===== src/rtl/reg_mask_encoder_pkg.sv =====
// Shared constants, FSM state type and helpers for reg_mask_encoder.
// Imported by prio_enc32 and reg_mask_encoder.
package reg_mask_encoder_pkg;

    localparam int REG_MASK_W = 32;
    localparam int REG_IDX_W  = 5;

    typedef enum logic {
        IDLE = 1'b0,
        BUSY = 1'b1
    } state_e;

    // True when exactly one bit is set.
    function automatic logic is_single(input logic [REG_MASK_W-1:0] v);
        return (v != '0) && ((v & (v - REG_MASK_W'(1))) == '0);
    endfunction

endpackage


===== src/rtl/reg_mask_encoder_prio.sv =====
// prio_enc32: combinational lowest-set-bit encoder.
// Ports: mask (32b in), idx (5b out, lowest set bit), any (out, mask != 0).
module prio_enc32
    import reg_mask_encoder_pkg::*;
(
    input  logic [REG_MASK_W-1:0] mask,
    output logic [REG_IDX_W-1:0]  idx,
    output logic                  any
);

    // Scan from the top down so the lowest set bit is written last.
    always_comb begin
        idx = '0;
        any = 1'b0;
        for (int i = REG_MASK_W - 1; i >= 0; i--) begin
            if (mask[i]) begin
                idx = REG_IDX_W'(i);
                any = 1'b1;
            end
        end
    end

endmodule


===== src/rtl/reg_mask_encoder.sv =====
// Serialises a 32-bit register-select mask into 5-bit indices, lowest first.
// Ports: clk, rst_n (async low); load_valid/load_ready/load_mask accept a mask
// while idle; flush aborts; idx_valid/idx_ready/idx_out/idx_last drain the
// indices; done pulses one cycle after the mask is exhausted.
// Build option: define REG0_SKIP_EN to drop bit 0 ($zero) at capture.
module reg_mask_encoder
    import reg_mask_encoder_pkg::*;
#(
    parameter int WIDTH = REG_MASK_W,
    parameter int IDX_W = REG_IDX_W
) (
    input  logic             clk,
    input  logic             rst_n,
    input  logic             load_valid,
    output logic             load_ready,
    input  logic [WIDTH-1:0] load_mask,
    input  logic             flush,
    output logic             idx_valid,
    input  logic             idx_ready,
    output logic [IDX_W-1:0] idx_out,
    output logic             idx_last,
    output logic             done
);

    state_e           state_q;
    logic [WIDTH-1:0] pending_q;
    logic [WIDTH-1:0] pending_d;
    logic [WIDTH-1:0] capture_d;
    logic             done_q;
    logic [IDX_W-1:0] enc_idx;
    logic             enc_any;
    logic             busy;
    logic             last;

    prio_enc32 u_enc (
        .mask (pending_q),
        .idx  (enc_idx),
        .any  (enc_any)
    );

    always_comb begin
        capture_d = load_mask;
`ifdef REG0_SKIP_EN
        capture_d[0] = 1'b0;
`endif
    end

    // Clearing the lowest set bit is the same as retiring enc_idx.
    assign pending_d = pending_q & (pending_q - WIDTH'(1));

    assign busy = (state_q == BUSY);
    assign last = is_single(pending_q);

    always_ff @(posedge clk or negedge rst_n) begin
        if (!rst_n) begin
            state_q   <= IDLE;
            pending_q <= '0;
            done_q    <= 1'b0;
        end else begin
            done_q <= 1'b0;
            if (flush) begin
                state_q   <= IDLE;
                pending_q <= '0;
            end else begin
                unique case (state_q)
                    IDLE: begin
                        if (load_valid) begin
                            pending_q <= capture_d;
                            if (capture_d != '0) begin
                                state_q <= BUSY;
                            end else begin
                                done_q <= 1'b1;
                            end
                        end
                    end
                    BUSY: begin
                        if (idx_ready) begin
                            pending_q <= pending_d;
                            if (last) begin
                                state_q <= IDLE;
                                done_q  <= 1'b1;
                            end
                        end
                    end
                    default: begin
                        state_q <= IDLE;
                    end
                endcase
            end
        end
    end

    // Outputs depend only on registered state, never on inputs.
    assign load_ready = !busy;
    assign idx_valid  = busy;
    assign idx_out    = (busy && enc_any) ? enc_idx : '0;
    assign idx_last   = busy && last;
    assign done       = done_q;

endmodule


===== config.mk =====
export PLATFORM = sky130hd
export DESIGN_NAME = reg_mask_encoder
export DESIGN_NICKNAME = d
export VERILOG_FILES = /design/src/rtl/reg_mask_encoder_pkg.sv /design/src/rtl/reg_mask_encoder_prio.sv /design/src/rtl/reg_mask_encoder.sv
export SDC_FILE = /design/constraint.sdc
export NUM_CORES = 1
export LEC_CHECK = 0
export ABC_AREA = 1
export CAP_MARGIN = 15
export CELL_PAD_IN_SITES_DETAIL_PLACEMENT = 0
export CELL_PAD_IN_SITES_GLOBAL_PLACEMENT = 1
export CORE_MARGIN = 1.5
export CORE_UTILIZATION = 35
export CTS_CLUSTER_SIZE = 8
export DETAILED_ROUTE_END_ITERATION = 16
export PLACE_DENSITY = 0.87
export SYNTH_ARGS = -nofsm -noshare
export SYNTH_HDL_FRONTEND = slang
export SYNTH_HIERARCHICAL = 1
export SYNTH_SLANG_ARGS = --single-unit

===== constraint.sdc =====
create_clock -name clk -period 3.9 [get_ports clk]
set_clock_uncertainty 0.1 [all_clocks]
set_input_delay 0.39 -clock clk [delete_from_list [all_inputs] [get_ports clk]]
set_output_delay 0.39 -clock clk [all_outputs]
set_load 0.02 [all_outputs]

# Word-level counts from Yosys, hierarchy flattened
# Index checks and enable logic that the tools add are counted.
# totals
ff_bits	34
latch_bits	0
mem_bits_rw	0
romBits	0
input_bits	37
mem_count	0
# classes
n_addsub	1
multipliers	0
n_div	0
order_cmp	0
n_eq_ne	2
n_shift	0
muxes	81
bitwise	2
reduce_logical	8
# op_table
operator	n
$mux W5	33
$mux W32	3
$pmux W32 S2	1
$reduce_bool A32 Y1	2
$mux W1	42
$and A32 B32 Y32	1
$logic_not A32 Y1	1
$sub A32 B1 Y32 const B	1
$ne A3 B3 Y1 const B	2
$pmux W1 S2	2
$logic_and A1 B1 Y1	3
$reduce_and A2 Y1	1
$logic_not A1 Y1	1
$not A1 Y1	1

# Longest topological paths before layout
# depth
depth_word	34
mapped_depth	33
depth_no_buf	33

# By module
# Netlist, hierarchy kept.
# modules_own_cells
module	instances	cells_per_inst	area_per_inst_um2	seq_area_each_um2
reg_mask_encoder	1	400	2555.0	850.8
prio_enc32	1	107	442.9	0.0

# Worst setup path before layout
# No wires, ideal clock.
# synth_path
path_type	reg2out
from	register pending_q[30]
to	output port idx_out[0]
arrival_time_ps	2068
slack_ps	1342
path_stages_with_launch	34
path_cell_list	dfrtp_1 -> inv_1 -> nand2_1 -> nand2_1 -> nand2_1 -> nand2_1 -> nand2_1 -> nand2_1 -> nand2_1 -> nand2_1 -> nand2_1 -> nand2_1 -> nand2_1 -> nand2_1 -> nand2_1 -> nand2_1 -> nand2_1 -> nand2_1 -> nand2_1 -> nand2_1 -> nand2_1 -> nand2_1 -> nand2_1 -> nand2_1 -> nand2_1 -> nand2_1 -> nand2_1 -> nand2_1 -> nand2_1 -> nand2_1 -> nand2_1 -> a21oi_2 -> inv_1 -> nor2_1
# synth_between
word_cells_on_any_way	64
# synth_rtl
item	line_no	source
from (decl)	reg_mask_encoder.sv:26	logic [WIDTH-1:0] pending_q;
from (signal assigned)	reg_mask_encoder.sv:68	pending_q <= capture_d;
from (signal assigned)	reg_mask_encoder.sv:78	pending_q <= pending_d;
$mux W5 (31 in series)	reg_mask_encoder_prio.sv:16	if (mask[i]) begin
via enc_idx[0]	reg_mask_encoder.sv:30	logic [IDX_W-1:0] enc_idx;
$mux W5	reg_mask_encoder.sv:96	assign idx_out = (busy && enc_any) ? enc_idx : '0;
to (decl)	reg_mask_encoder.sv:20	output logic [IDX_W-1:0] idx_out,
# The timed path passes the listed nets, and every way through them passes these cells.

# Worst setup path in the final report
# layout_path
from	register pending_q[16]
to	output port idx_last
# layout_between
elab_chain_len	5
word_cells_on_any_way	6
# layout_rtl
item	line_no	source
$sub A32 B1 Y32	reg_mask_encoder_pkg.sv:15	return (v != '0) && ((v & (v - REG_MASK_W'(1))) == '0);
$and A32 B32 Y32	reg_mask_encoder_pkg.sv:15	
$logic_not A32 Y1	reg_mask_encoder_pkg.sv:15	
$logic_and A1 B1 Y1 *	reg_mask_encoder_pkg.sv:15	
$logic_and A1 B1 Y1 *	reg_mask_encoder.sv:97	assign idx_last = busy && last;
to (decl)	reg_mask_encoder.sv:21	output logic idx_last,
# Every way passes the cells marked *; elsewhere a longest branch is shown, timed or not.

==> impl_metrics.toml <==
[setup_path]
path_class = "reg -> out"
cp.arrival_ps = 2880
slowest_delay_ps = 620
crit_path_frequent_cell = "nor2_1"
critPathLaunchType = "flop"
critPathTopFamily = "simple AND/OR/NAND/NOR gates"
worst_setup_path_end_kind = "output pin"
worstPathRequired_ps = 3410
cp.depth = 10
worst-path-max-fanout = 7
crit_buf_inv = 1
crit_chain = "nor2_2, nand2_1, nor2_1, nand3_2, o21ai_2, o21ai_0, nor3_1, nand4_1, nor2_1, clkdlybuf4s50_1"
rr_worst_depth = 12
critPathSlowestCell = "clkdlybuf4s50_1"

[drt]
wl_per_cell_um = 14.3
drt_iter0_drc = 141
vias = 3372
antenna_left = 0
wirelength_um = 9380
drc = 0
firstDrtPassIters = 4
viasPerCell = 5.16

[placement]
routabilityCongestion = 0.911
dp.final_hpwl_um = 7120
port_buffers = 45
pre_cts_slack_ps = 758

[timing]
fmax_mhz = 296
period_needed_ps = 3370
setup_viol = 0
finalCritPeriodShare_pct = 86.5
timing.setup.tns_ps = 0
max_slew_margin_pct = 53.9
tightest_slew_ps = 692
rsz0062_at_grt = "no"
drv_slew = 0
hold_viol_final = 0
setup_ws_ps = 525
timing.hold.ws_ps = 414

[grt]
grt_pass1_wl_um = 15800
grt_pass1_vias = 3284
grt_max_degree = 42
antenna_found_initial = 0
grt-ovfl-total = 0
grtUsageTotal_pct = 22.4

[yosys]
synthArstFlopShare_pct = 100
ys.flop_type = "dfrtp_1"
synth_area_sq_um = 3000
syn-num-nets = 544
yosysSeqAreaShare_pct = 28.4
yosys.cell_types.count = 33
avgSynthCellArea_sq_um = 5.91
synth_most_common_cell = "nand2_1"
synth_cells = 507
synthTopCellsByArea = "dfrtp_1 (28%), nand2_1 (15%), nor2_1 (11%)"
ys_warn_count = 6
synth_edf_count = 0
yosysTopAreaCell = "dfrtp_1"
synth_seq_cells = 34
synthTopCellsByCount = "nand2_1 (117), nor2_1 (90), inv_1 (85), o21ai_0 (35), dfrtp_1 (34)"
synth_top_area_share_pct = 28.4

[layout]
nFillCells = 909
multiInputGateArea_sq_um = 1750
fin_util_pct = 44.1
seqCellArea_sq_um = 851
finalNetCount = 585
drive_gt1_share_pct = 7.47
synthToLayoutAreaGrowth_pct = 21.5
n_antenna_cell = 0

[floorplanning]
dieArea_sq_um = 9130
core_area_sq_um = 8260
die_h_um = 95.6
rows = 33
pin_count = 46
die_w_um = 95.6
start_util_pct = 36.3

[clocking]
cts_tree = "built"
hold_buffers = 0
htreeDepth = 2
clkSinkCount = 34
cts_made_buffers = 5
ctsRootBufferMaster = "clkbuf_8"
worstSkewPairLatency_ps = 300
clockBufferDepth = 2
clkTransAtPathRegs_ps = 80

[run_status]
status = "complete, no violations"

[job]
drv_cap = 0

[pwr]
total_power_w = 0.00142
ir_drop_mv = 0.126
p_leak_nw = 1.74
powerDensity_nw_per_um2 = 390

[worst_hold_path]
hold_path.class = "in -> async"
worst reg2reg max path, delay by kind of cell, from the launching register on:
| kind | cells | cell delay, ps |
|---|---|---|
| AOI/OAI and AO/OA | 1 | 60 |
| DFF | 1 | 480 |
| and+or+nand+nor | 11 | 1440 |
cells in the final DEF (no fill, tap or decap), types with 3 or more instances in the layout:
cell,netlist,routed
nand2_1,117,117
nor2_1,90,90
inv_1,85,85
clkdlybuf4s50_1,0,44
o21ai_0,35,35
dfrtp_1,34,34
o22ai_1,28,28
a21oi_1,21,21
nand3_1,16,16
nor4_1,11,11
inv_2,7,7
nand4_1,7,7
nor2_4,6,6
nor2_2,6,6
clkbuf_8,0,6
nor3_1,5,5
nand2_2,3,3
o21ai_1,3,3
o211ai_1,3,3
buf_4,0,3
kinds of logic after synthesis:
kind of cell	Yosys count	synth area share, %
compound gates	100	19.1
flops	34	28.4
simple gates	267	39.1
buf+inv	106	13.4
per-stage QoR:
| stage | cells | area (sq um) |
|---|---|---|
| after CTS | 654 | 3640 |
| after global routing | 654 | 3640 |
| after floorplan | 507 | 3000 |
| after detailed placement | 646 | 3550 |
| final | 654 | 3640 |
| after global placement | 646 | 3550 |
path summary, 6_finish.rpt:
path | end | slack (ps) | start
min in group clk | pending_q[31] | 510 | pending_q[31]
min | pending_q[11] | 410 | rst_n
max | idx_last | 530 | pending_q[16]
max reg2reg | idx_valid | 1690 | pending_q[0]
max in group asynchronous | pending_q[25] | 2960 | rst_n
min reg2reg | pending_q[31] | 510 | pending_q[31]
state kept, by name, summed over array words and instances (netlist names):
signal	cells
idx_valid	1
done	1
pending_q	32
timing repair:
action | CTS | global route
gates resized for setup | 0 | 1
endpoints found under the setup margin | 0 | 1
setup buffers | 0 | 0
metal layers:
metal	part of all wire, %	vias to the layer above	track usage [%]
met1	46	1546	28.4
met3	4.9	17	4.47
li1	-	1719	-
met5	0	-	0
met4	2.1	0	7.60
met2	47	90	37.7
area by class of cell:
class                           count  area share, %
Timing Repair Buffer               48           13.1
Tap cell                          105           3.61
Inverter                           92           9.48
Clock inverter                      1          0.137
Multi-Input combinational cell    367           48.0
Sequential cell                    34           23.4
Clock buffer                        7           2.37
where the power goes:
group          leakage (nW)  switching (W)  internal, W  total [W]
Combinational          1.24       0.000428     0.000243   0.000671
Sequential            0.451      0.0000688     0.000390   0.000459
Clock                0.0482       0.000146     0.000143   0.000289
Power figures use the tool's default switching activity.
==> RTL edit 1, RTL diff (config.mk and constraints unchanged) <==
The package constant `REG_IDX_W` goes from 5 to 3.
--- a/src/rtl/reg_mask_encoder_pkg.sv
+++ b/src/rtl/reg_mask_encoder_pkg.sv
@@ -4,5 +4,5 @@
 
     localparam int REG_MASK_W = 32;
-    localparam int REG_IDX_W  = 5;
+    localparam int REG_IDX_W  = 3;
 
     typedef enum logic {
Ports: changed (resized idx_out); port bits go from 46 to 44. No check against the original RTL was run, so the function may have changed too.
==> RTL edit 1 against the original RTL <==
- sequential share of layout area rose by 0.16 points
- synthesized cell count decreased by 3.2%
- sequential cell count stayed put
- wire length decreased by 8.8%
- design area shrank 0.69%
- power fell by 2.9%
- count of clock-buffer cells in the layout did not move
- clock power is 4% lower
- area after synthesis is 0.29% higher
- worst setup slack worse by 0.078 ns
==> RTL edit 1: results (changes against the original RTL) <==
.. list-table::
   :header-rows: 1

   * - Metric
     - Value
   * - Result of the run
     - finished, final reports clean
   * - Net total in the final layout
     - 566 (-3.2%)
   * - Synth unique cells
     - 36 (+9.1%)
   * - Ranking of synthesized cells by instance count
     - nand2_1, nor2_1, inv_1, o21ai_0, dfrtp_1
   * - Launch point of the critical path
     - pending_q[30]$_DFFE_PN0P_
   * - Number of input and output port buffers inserted
     - 43 (-4.4%)
   * - Reported net switching power
     - 596 uW (-7.3%)
   * - DRT iter0 DRCs
     - 194 (+38%)
   * - Worst setup slack after placement
     - 0.721 ns (-0.0371 ns)
   * - Main area contributors after synthesis
     - dfrtp_1, nand2_1, nor2_1
   * - Maximum VDD drop
     - 0.205 mV (+63%)
   * - Pin count of the biggest net entering global routing
     - 44 (+4.8%)
   * - Placer Congestion
     - 0.907 (-0.45%)
   * - Routed via count
     - 3277 (-2.8%)
   * - Ratio of cells with drive above 1 in the final layout
     - 7.36% (-0.11 points)
   * - Filler cell count in the final layout
     - 890 (-2.1%)
   * - Number of global-route vias before repair
     - 3104 (-5.5%)
   * - Fin crit share
     - 88.5% (+2.0 points)
   * - WL per Instance
     - 13.5 microns (-6.1%)
   * - Max incr delay on CP
     - 0.60 ns (-0.02 ns)
   * - DPL Wire Length
     - 6750 microns (-5.2%)
   * - Mapped Nets
     - 528 (-2.9%)
   * - Total wire length
     - 8550 microns (-8.8%)
   * - Global Route Usage Sum
     - 20.5% (-1.9 points)
   * - Synthesized area per cell
     - 6.12 sq um (+3.6%)
-- RTL edit 1: cell types whose count changed in the layout (fill, tap and decap cells not counted), sizes merged, moves of 2 or more --
cell,unedited run,this run
bufinv,0,3
nand3b,1,5
inv,92,81
nor3,6,9
nand2,121,119
o211ai,3,8
a21oi,23,19
nand3,18,14
nor2,102,96
o22ai,28,24
-- RTL edit 1: worst min path at each step --
stage	startpoint	end	slack [ns]	cells after the start
final	rst_n	pending_q[11]$_DFFE_PN0P_	0.42	2
after global routing	rst_n	pending_q[1]$_DFFE_PN0P_	0.45	2
after CTS	rst_n	pending_q[3]$_DFFE_PN0P_	0.43	2
after detailed placement	pending_q[10]$_DFFE_PN0P_	pending_q[10]$_DFFE_PN0P_	0.50	2
after global placement	pending_q[31]$_DFFE_PN0P_	pending_q[31]$_DFFE_PN0P_	0.49	2
after floorplan	rst_n	done$_DFF_PN0_	-0.006	0
-- RTL edit 1: cells by family (layout without fill, tap and decap cells) --
kind of cell / Yosys count / after routing / share of synthesized area (%)
and+or+nand+nor: 262 / 262 / 39.3
buffers and inverters: 99 / 138 / 14.1
AOI/OAI and AO/OA: 96 / 96 / 18.3
DFF: 34 / 34 / 28.3
-- RTL edit 1: stage by stage --
stage / util (%) / instance area (sq um)
after global routing: 43.8 / 3620
after global placement: 42.7 / 3520
after detailed placement: 42.7 / 3520
final: 43.8 / 3620
after floorplan: - / 3010
after CTS: 43.8 / 3620
-- RTL edit 1: layer usage --
metal	track usage, %	up-vias	wire (microns)
met5	0	-	0
met2	33.0	94	3860
met1	28.8	1507	4120
li1	-	1664	-
met4	6.00	0	159
met3	1.99	12	411
-- RTL edit 1: worst max-delay path: cells and delay by family, from the launching register on --
kind                   cells  cell delay [ns]
flip-flops                 1             0.40
AO/OA/AOI/OAI              1             0.11
AND/OR/NAND/NOR           30             1.46
buffers and inverters      3             0.71
-- RTL edit 1: power by group through the flow --
stage / logic (mW) / registers, mW / clock network (mW)
finish: 0.638 / 0.461 / 0.278
global route: 0.729 / 0.469 / 0.298
CTS: 0.640 / 0.459 / 0.281
detailed placement: 0.638 / 0.466 / 0
global placement: 0.629 / 0.464 / 0
floorplan: 0.472 / 0.446 / 0
-- RTL edit 1: layout make-up --
class	count	area [sq um]	share of cell area [%]
Clock buffer	7	86.3	2.39
Clock inverter	1	5.00	0.138
Inverter	84	357	9.86
Multi-Input combinational cell	358	1730	47.9
Sequential cell	34	851	23.5
Tap cell	105	131	3.63
Timing Repair Buffer	46	453	12.5
==> RTL edit 2, RTL diff (config.mk and constraints unchanged) <==
Without the edit above. Reset style: synchronous (`rst_n`), changed in one clocked block. Comments in the files are not updated.
--- a/src/rtl/reg_mask_encoder.sv
+++ b/src/rtl/reg_mask_encoder.sv
@@ -52,5 +52,5 @@
     assign last = is_single(pending_q);
 
-    always_ff @(posedge clk or negedge rst_n) begin
+    always_ff @(posedge clk) begin
         if (!rst_n) begin
             state_q   <= IDLE;
Behaviour: differs if rst_n is asserted again (counterexample within 4 cycles, from zero or initial values and one cycle with rst_n low); with rst_n held inactive, the same outputs for 4 cycles.
==> RTL edit 2 against the original RTL <==
- non-clock buffer count up 2
- wire length is 2.2% lower
- synthesized cell count rose by 0.20%
- count of clock-buffer cells in the layout down 2
- design area down 5.6%
- worst setup slack worse by 0.13 ns
- sequential cell count is the same
- power decreased by 21%
- area after synthesis down 7.6%
- cell count is the same
- highest routed layer unchanged
==> RTL edit 2: results (changes against the original RTL) <==
.. list-table::
   :header-rows: 1

   * - Metric
     - Value
   * - Proportion of cell area occupied by multi-input gates
     - 50.8% (+2.9 points)
   * - Maximum VDD drop
     - 0.133 mV (+5.8%)
   * - Number of non-clock buffers in the layout
     - 50 (+4.2%)
   * - Max incr delay on CP
     - 0.60 ns (-0.02 ns)
   * - Sequential power share
     - 34.9% (+2.6 points)
   * - Layout multi-input combinational cell count
     - 384 (+4.6%)
   * - DRT iter0 DRCs
     - 241 (+71%)
   * - Area leader, netlist
     - dfxtp_1
   * - Ranking of synthesized cells by instance count
     - nand2_1, nor2_1, inv_1, o21ai_0, dfxtp_1
   * - Number of global-route vias before repair
     - 3067 (-6.6%)
   * - First-pass iteration count of the detailed router
     - 5 (+1)
   * - Net total in the final layout
     - 588 (+0.51%)
   * - First-pass GRT wire length
     - 15100 microns (-4.1%)
   * - Ratio of cells with drive above 1 in the final layout
     - 5.07% (-2.4 points)
   * - Result of the run
     - finished, final reports clean
   * - Main area contributors after synthesis
     - dfxtp_1, nand2_1, nor2_1
   * - Placer Congestion
     - 0.963 (+5.7%)
   * - Class of the tightest hold or removal check
     - flop to flop
   * - Largest fanout of any net on the critical path
     - 5 (-2)
   * - Static Leakage
     - 1.70 nW (-2.6%)
   * - Startpoint of the worst register-to-register path
     - idx_valid$_SDFF_PP0_
   * - Synth unique cells
     - 32 (-3.0%)
   * - Portion of the post-synthesis area used by sequential elements
     - 24.6% (-3.8 points)
   * - Area of the die
     - 8460 sq um (-7.3%)
   * - Capture point of the critical path
     - idx_out[0]
   * - Setup slack on the worst flop-to-flop path
     - 1.48 ns (-0.21 ns)
   * - Share of power burned in combinational logic
     - 35.4% (-12 points)
   * - Max-slew headroom at the worst pin
     - 51.7% (-2.2 points)
## RTL edit 2: metal layers
metal  part of all wire (%)  global-route usage (%)
met3                    6.2                    2.82
met1                     49                    32.8
met4                    1.6                    7.31
met2                     43                    34.4
met5                      0                       0
## RTL edit 2: through the flow
stage | power, mW | hold slack, ns | setup WS, ns | cells | utilization, %
floorplan | 0.658 | 0.393 | 1.37 | 508 | -
global placement | 0.789 | 0.423 | 0.782 | 646 | 43.3
detailed placement | 0.791 | 0.428 | 0.765 | 646 | 43.3
CTS | 1.12 | 0.445 | 0.437 | 654 | 44.7
global route | 1.20 | 0.466 | 0.0134 | 654 | 44.7
finish | 1.12 | 0.445 | 0.400 | 654 | 44.7
## RTL edit 2: logic make-up (layout without fill, tap and decap cells)
family                 after synthesis  in the layout  synth area share [%]
and+or+nand+nor                    284            284                  42.4
AOI/OAI and AO/OA                  100            100                  20.6
buffers and inverters               90            134                  12.4
DFF                                 34             34                  24.6
